**src/rtl/i2s_tx_serializer.sv**
```systemverilog
// Stereo I2S-style transmitter: buffers one left/right pair behind a valid/ready
// port and shifts it out on sd/ws, one bit per sclk_en strobe.
module i2s_tx_serializer #(
  parameter int DATA_WIDTH = 16,
  parameter int SLOT_WIDTH = 32,
  parameter int MSB_FIRST  = 1,
  parameter int I2S_DELAY  = 1
) (
  input  logic                  clk,
  input  logic                  rst,
  input  logic                  sclk_en,
  // Input handshake: a pair transfers on any clk where in_valid && in_ready.
  // in_ready depends only on registers and rst, never on in_valid.
  input  logic                  in_valid,
  output logic                  in_ready,
  input  logic [DATA_WIDTH-1:0] in_left,
  input  logic [DATA_WIDTH-1:0] in_right,
  output logic                  sd,
  output logic                  ws,
  output logic                  frame_start,
  output logic                  underrun
);

  localparam int FRAME_BITS = 2 * SLOT_WIDTH;
  localparam int CW         = $clog2(FRAME_BITS);
  localparam logic [CW-1:0] CNT_LAST = CW'(FRAME_BITS - 1);
  localparam logic [CW-1:0] SLOT_C   = CW'(SLOT_WIDTH);
  localparam logic [CW-1:0] SLOT_END = CW'(SLOT_WIDTH - 1);
  localparam logic [CW-1:0] DW_C     = CW'(DATA_WIDTH);
  localparam logic [CW-1:0] DELAY_C  = CW'(I2S_DELAY);

  if (SLOT_WIDTH < DATA_WIDTH) begin : g_bad_slot
    $error("i2s_tx_serializer: SLOT_WIDTH must be >= DATA_WIDTH");
  end
  if (DATA_WIDTH < 1) begin : g_bad_data
    $error("i2s_tx_serializer: DATA_WIDTH must be >= 1");
  end

  logic                  hold_full_q, hold_full_d;
  logic [DATA_WIDTH-1:0] hold_left_q, hold_left_d;
  logic [DATA_WIDTH-1:0] hold_right_q, hold_right_d;
  logic [DATA_WIDTH-1:0] frame_left_q, frame_left_d;
  logic [DATA_WIDTH-1:0] frame_right_q, frame_right_d;
  logic                  prev_q, prev_d;
  logic [CW-1:0]         cnt_q, cnt_d;
  logic                  sd_q, sd_d;
  logic                  ws_q, ws_d;
  logic                  fs_q, fs_d;
  logic                  ur_q, ur_d;

  logic                  accept;
  logic                  ws_n;
  logic [CW-1:0]         pos;
  logic [CW-1:0]         didx;
  logic [CW-1:0]         shamt;
  logic [DATA_WIDTH-1:0] chan;
  logic [DATA_WIDTH-1:0] shifted;

  assign in_ready    = !rst && !hold_full_q;
  assign accept      = in_valid && in_ready;
  assign sd          = sd_q;
  assign ws          = ws_q;
  assign frame_start = fs_q;
  assign underrun    = ur_q;

  always_comb begin
    hold_full_d   = hold_full_q;
    hold_left_d   = hold_left_q;
    hold_right_d  = hold_right_q;
    frame_left_d  = frame_left_q;
    frame_right_d = frame_right_q;
    prev_d        = prev_q;
    cnt_d         = cnt_q;
    sd_d          = sd_q;
    ws_d          = ws_q;
    fs_d          = 1'b0;
    ur_d          = 1'b0;
    ws_n          = 1'b0;
    pos           = '0;
    didx          = '0;
    shamt         = '0;
    chan          = '0;
    shifted       = '0;

    if (accept) begin
      hold_left_d  = in_left;
      hold_right_d = in_right;
      hold_full_d  = 1'b1;
    end

    if (sclk_en) begin
      cnt_d = (cnt_q == CNT_LAST) ? '0 : cnt_q + 1'b1;
      // Frame load shares the edge with bit 0, so bit 0 comes from the new data.
      if (cnt_q == CNT_LAST) begin
        fs_d = 1'b1;
        if (hold_full_q) begin
          frame_left_d  = hold_left_q;
          frame_right_d = hold_right_q;
          hold_full_d   = 1'b0;
        end else begin
          frame_left_d  = '0;
          frame_right_d = '0;
          ur_d          = 1'b1;
        end
      end

      ws_n = (cnt_d >= SLOT_C);
      pos  = ws_n ? (cnt_d - SLOT_C) : cnt_d;
      chan = ws_n ? frame_right_d : frame_left_d;
      ws_d = ws_n;

      if (I2S_DELAY != 0 && pos == '0) begin
        sd_d = (SLOT_WIDTH > DATA_WIDTH) ? 1'b0 : prev_q;
      end else begin
        didx = pos - DELAY_C;
        if (didx < DW_C) begin
          shamt   = (MSB_FIRST != 0) ? (DW_C - CW'(1) - didx) : didx;
          shifted = chan >> shamt;
          sd_d    = shifted[0];
        end else begin
          sd_d = 1'b0;
        end
      end

      // With a one-bit delay the slot's final data bit spills into the next slot.
      if (pos == SLOT_END) begin
        prev_d = (MSB_FIRST != 0) ? chan[0] : chan[DATA_WIDTH-1];
      end
    end
  end

  always_ff @(posedge clk) begin
    if (rst) begin
      hold_full_q   <= 1'b0;
      hold_left_q   <= '0;
      hold_right_q  <= '0;
      frame_left_q  <= '0;
      frame_right_q <= '0;
      prev_q        <= 1'b0;
      cnt_q         <= CNT_LAST;
      sd_q          <= 1'b0;
      ws_q          <= 1'b0;
      fs_q          <= 1'b0;
      ur_q          <= 1'b0;
    end else begin
      hold_full_q   <= hold_full_d;
      hold_left_q   <= hold_left_d;
      hold_right_q  <= hold_right_d;
      frame_left_q  <= frame_left_d;
      frame_right_q <= frame_right_d;
      prev_q        <= prev_d;
      cnt_q         <= cnt_d;
      sd_q          <= sd_d;
      ws_q          <= ws_d;
      fs_q          <= fs_d;
      ur_q          <= ur_d;
    end
  end

endmodule

```
**config.mk**
```make
export PLATFORM = sky130hd
export DESIGN_NAME = i2s_tx_serializer
export DESIGN_NICKNAME = d
export VERILOG_FILES = /design/src/rtl/i2s_tx_serializer.sv
export SDC_FILE = /design/constraint.sdc
export NUM_CORES = 1
export LEC_CHECK = 0
export ABC_AREA = 1
export CAP_MARGIN = 20
export CORE_UTILIZATION = 60
export CTS_BUF_LIST = sky130_fd_sc_hd__clkbuf_8 sky130_fd_sc_hd__clkbuf_16
export DETAILED_ROUTE_END_ITERATION = 8
export GPL_ROUTABILITY_DRIVEN = 1
export PLACE_DENSITY = 0.92
export SLEW_MARGIN = 20
export SYNTH_ARGS = -nofsm -noshare
export SYNTH_HDL_FRONTEND = slang
export SYNTH_SLANG_ARGS = --single-unit
```
**constraint.sdc**
```tcl
create_clock -name clk -period 6.2 [get_ports clk]
set_input_delay 1.24 -clock clk [delete_from_list [all_inputs] [get_ports clk]]
set_output_delay 1.24 -clock clk [all_outputs]
set_load 0.02 [all_outputs]
```
# Yosys cells after proc, flatten, opt, wreduce, memory -nomap -nowiden
# Index checks and enable logic that the tools add are counted.
# op_classes
add_sub_neg	4
n_bitwise	2
n_div	0
n_lt_le_gt_ge	2
n_eq_ne	1
n_mul	0
shift	1
reduce_logical	7
n_mux	17
# op_table
operator	count
16-bit two-way mux	7
16-bit by 6-bit right shift with 1-bit output	1
6-bit two-way mux	2
1-bit two-way mux	8
6-bit by 1-bit adder with 6-bit output, second input constant	1
6-bit == test, second input constant	1
6-bit >= comparator, second input constant	1
6-bit zero test	1
6-bit by 5-bit < comparator with 1-bit output, second input constant	1
4-bit by 6-bit subtractor with 6-bit output, first input constant	1
6-bit by 1-bit subtractor with 6-bit output, second input constant	1
6-bit subtractor, second input constant	1
3-bit OR reduction	1
1-bit logical AND	2
1-bit zero test	2
1-bit NOT	2
2-bit OR reduction	1
# word_totals
n_memories	0
output_inout_bits	5
mem_bits_ro	0
ff_bits	75
ram_bits	0
word_cells	44
latchBits	0

# Depth between registers and ports, before layout
# logic_depth
word_depth	9
ltp_mapped	15
depth_no_buf	14

# Least setup slack after synthesis
# No wires, ideal clock.
# synth_path
path_type	input to output
start	input rst
end	output in_ready
stages	2
setup_slack_ps	3230
required_time_ps	4960
arrival_ps	1730
cell_sequence	clkbuf_1 -> nor2_1
# synth_between
elab_chain_cells	2
# synth_lines
item	line_no	text
start: declaration	10	input logic rst,
1-bit zero test	59	assign in_ready = !rst && !hold_full_q;
1-bit logical AND	59	
end: declaration	15	output logic in_ready,
# No other way between the ends.

==> run metrics <==
run status completed; Syn Nets 596; fin crit share 0.659; crit path DAT 4320 ps; clk_skew 13.0 ps; min-delay src frame_left_q[11]$_SDFFE_PP0P_; Worst slew margin 0.335; DRC Markers 0; starting density of the core 0.624; CP required 6430 ps; Synth Area in Simple Gates 0.411; CTS root buffer clkbuf_8; sequential share of the synthesized area 0.406; Hold Crit Class register to register; critical path fanouts, max 32; hpwl dp 5.58 mm; cell taking the most area after synthesis dfxtp_1; vias per cell 5.43; crit path to frame_left_q[11]$_SDFFE_PP0P_; cell count after synthesis 557; R2R setup slack 3700 ps; first-pass GRT wire length 14.2 mm; worst vdd ir 178 uV; clock latency on the worst-skew pair 360 ps; Compound-Gate Fraction of Synth Area 0.0941; DRT antenna net count 0; top area cells in the synthesized netlist dfxtp_1 (41%), nand2_1 (26%), nand3_1 (10%); overall routing resource usage 0.285; cells on worst reg2reg path 12; vias in the first global route 3212; Post-CTS Setup Inserts 0; cts bufs inserted 9; mux contribution to synthesized area 0; reg2reg start cnt_q[1]$_SDFFE_PP1P_; mapped cell area 3700 um^2; routability cong. 0.875; Fillers 473; Fmax 0.245 GHz; final setup fails 0; post-route cell area 4230 um^2; die width 80.5 um; CTS Hold Bufs 0; top cell type's share of synthesized area 0.406; Synth Area in Adders 0.0102; R2R Path End sd$_SDFFE_PP0P_; Final min period 4090 ps; die height 80.5 um; P_leak 1.93 nW; synth unique cells 32; Die ar. 6480 um^2; core area 5920 um^2; Startpoint Class input pin; Tightest Pin Transition 995 ps; commonest cells after routing, fill and taps aside nand2_1 (253), nand3_1 (75), dfxtp_1 (75); Routed WL 8.53 mm; pwr dens 266 nW/um^2; drt pass-1 iters 5; pin count of the biggest net entering global routing 42; Pins Over Slew Limit 0; ANT cells 0; Synth-to-Final Area Change 14.4%; initial antenna violation count 0; Cell Area, Placed 4040 um^2; net count reported at finish 616; post-CTS sizing 0; CTS tree done; commonest non-fill, non-tap cell in the layout nand2_1; DR WL/cell 13.0 um; endpoints failing hold 0; syn avg cell area 6.64 um^2; CTS Sinks 75; grt ovf 0; Final TNS setup 0 ps; IO Count 41; Yosys warnings 0; share of layout cells above drive strength 1 0.0620; RSZ-0062 raised after global routing false; 1st-iter DRT viols 335; row cnt 28; post-synthesis xor/xnor area fraction 0.00474; Clk pin slew, worst setup/hold paths 70 ps; Setup CP Type input pin to register; Setup crit start sclk_en; H-tree lvl count 3; vias 3565; Worst Setup End Kind register; maxcap violations 0; PortBufs 40; synthesized flop and latch total 75; largest family of logic cells by synthesized area simple AND/OR/NAND/NOR gates; clk buf depth 2
[synthesized netlist by cell type (all sizes together)]
cell type,count
xor2,2
clkinv,1
ha,3
o31ai,1
nand2,259
o21ai,19
nand3b,1
nor2,13
or2,1
a21oi,35
nand4,1
o311a,1
o211ai,3
nand3,79
o211a,3
dfxtp,75
inv,24
clkbuf,20
nor3,1
buf,15
[metrics by stage]
step | utilization | cells | total power, mW | hold slack (ps) | worst slack [ps]
4_1_cts | 0.714 | 656 | 1.12 | 466 | 2190
2_1_floorplan | - | 557 | 0.718 | 425 | 3230
3_5_place_dp | 0.683 | 641 | 0.772 | 451 | 1830
6_report | 0.714 | 656 | 1.12 | 467 | 2110
5_1_grt | 0.714 | 656 | 1.18 | 481 | 1840
3_3_place_gp | 0.683 | 641 | 0.764 | 442 | 1840
[how the worst min path moves through the flow]
stage	to	slack, ps	depth (start not counted)
2_1_floorplan	frame_left_q[11]$_SDFFE_PP0P_	420	2
3_3_place_gp	frame_left_q[11]$_SDFFE_PP0P_	440	2
3_5_place_dp	frame_left_q[15]$_SDFFE_PP0P_	450	2
4_1_cts	frame_left_q[15]$_SDFFE_PP0P_	470	2
5_1_grt	ws$_SDFFE_PP0P_	480	2
6_report	frame_left_q[11]$_SDFFE_PP0P_	470	2
[cell families (layout without fill, tap and decap cells)]
group                      Yosys count  after routing
adders and majority gates            3              3
and+or+nand+nor                    355            355
buffers and inverters               60             84
AOI/OAI and AO/OA                   62             62
DFF                                 75             75
xor gates and xnor gates             2              2
[routing by layer]
metal / wire length [um] / vias to the layer above / GRT usage / part of all wire
li1: - / 1820 / - / -
met1: 3850 / 1595 / 0.359 / 0.45
met2: 4010 / 132 / 0.455 / 0.47
met3: 523 / 18 / 0.0739 / 0.061
met4: 157 / 0 / 0.123 / 0.018
met5: 0 / - / 0 / 0
[state kept, by name, indices dropped and copies added (netlist names)]
name	count
ws	1
underrun	1
frame_right_q	16
hold_full_q	1
sd	1
hold_right_q	16
cnt_q	6
hold_left_q	16
frame_start	1
frame_left_q	16
[worst max-delay path: stages]
cell and delay [ps]:
clkdlybuf4s50_1 1120, inv_1 740, nor2_2 610, inv_1 300
o21ai_0 220, a21oi_1 60
[layout make-up]
type | instances | area, um^2 | area share
clock buffers | 12 | 165 | 0.0391
clock inverters | 3 | 21.3 | 0.00503
inverters | 25 | 93.8 | 0.0222
multi-input cells | 422 | 1920 | 0.455
flip-flops and latches | 75 | 1500 | 0.355
well taps | 75 | 93.8 | 0.0222
repair buffers | 44 | 430 | 0.102
[power breakdown]
group | total (mW) | switching, mW | internal (mW) | leakage, nW
Combinational | 0.237 | 0.156 | 0.0806 | 1.22
Sequential | 0.528 | 0.0186 | 0.510 | 0.613
Clock | 0.357 | 0.181 | 0.177 | 0.0949
No activity file was read; power rests on OpenSTA's default activity.
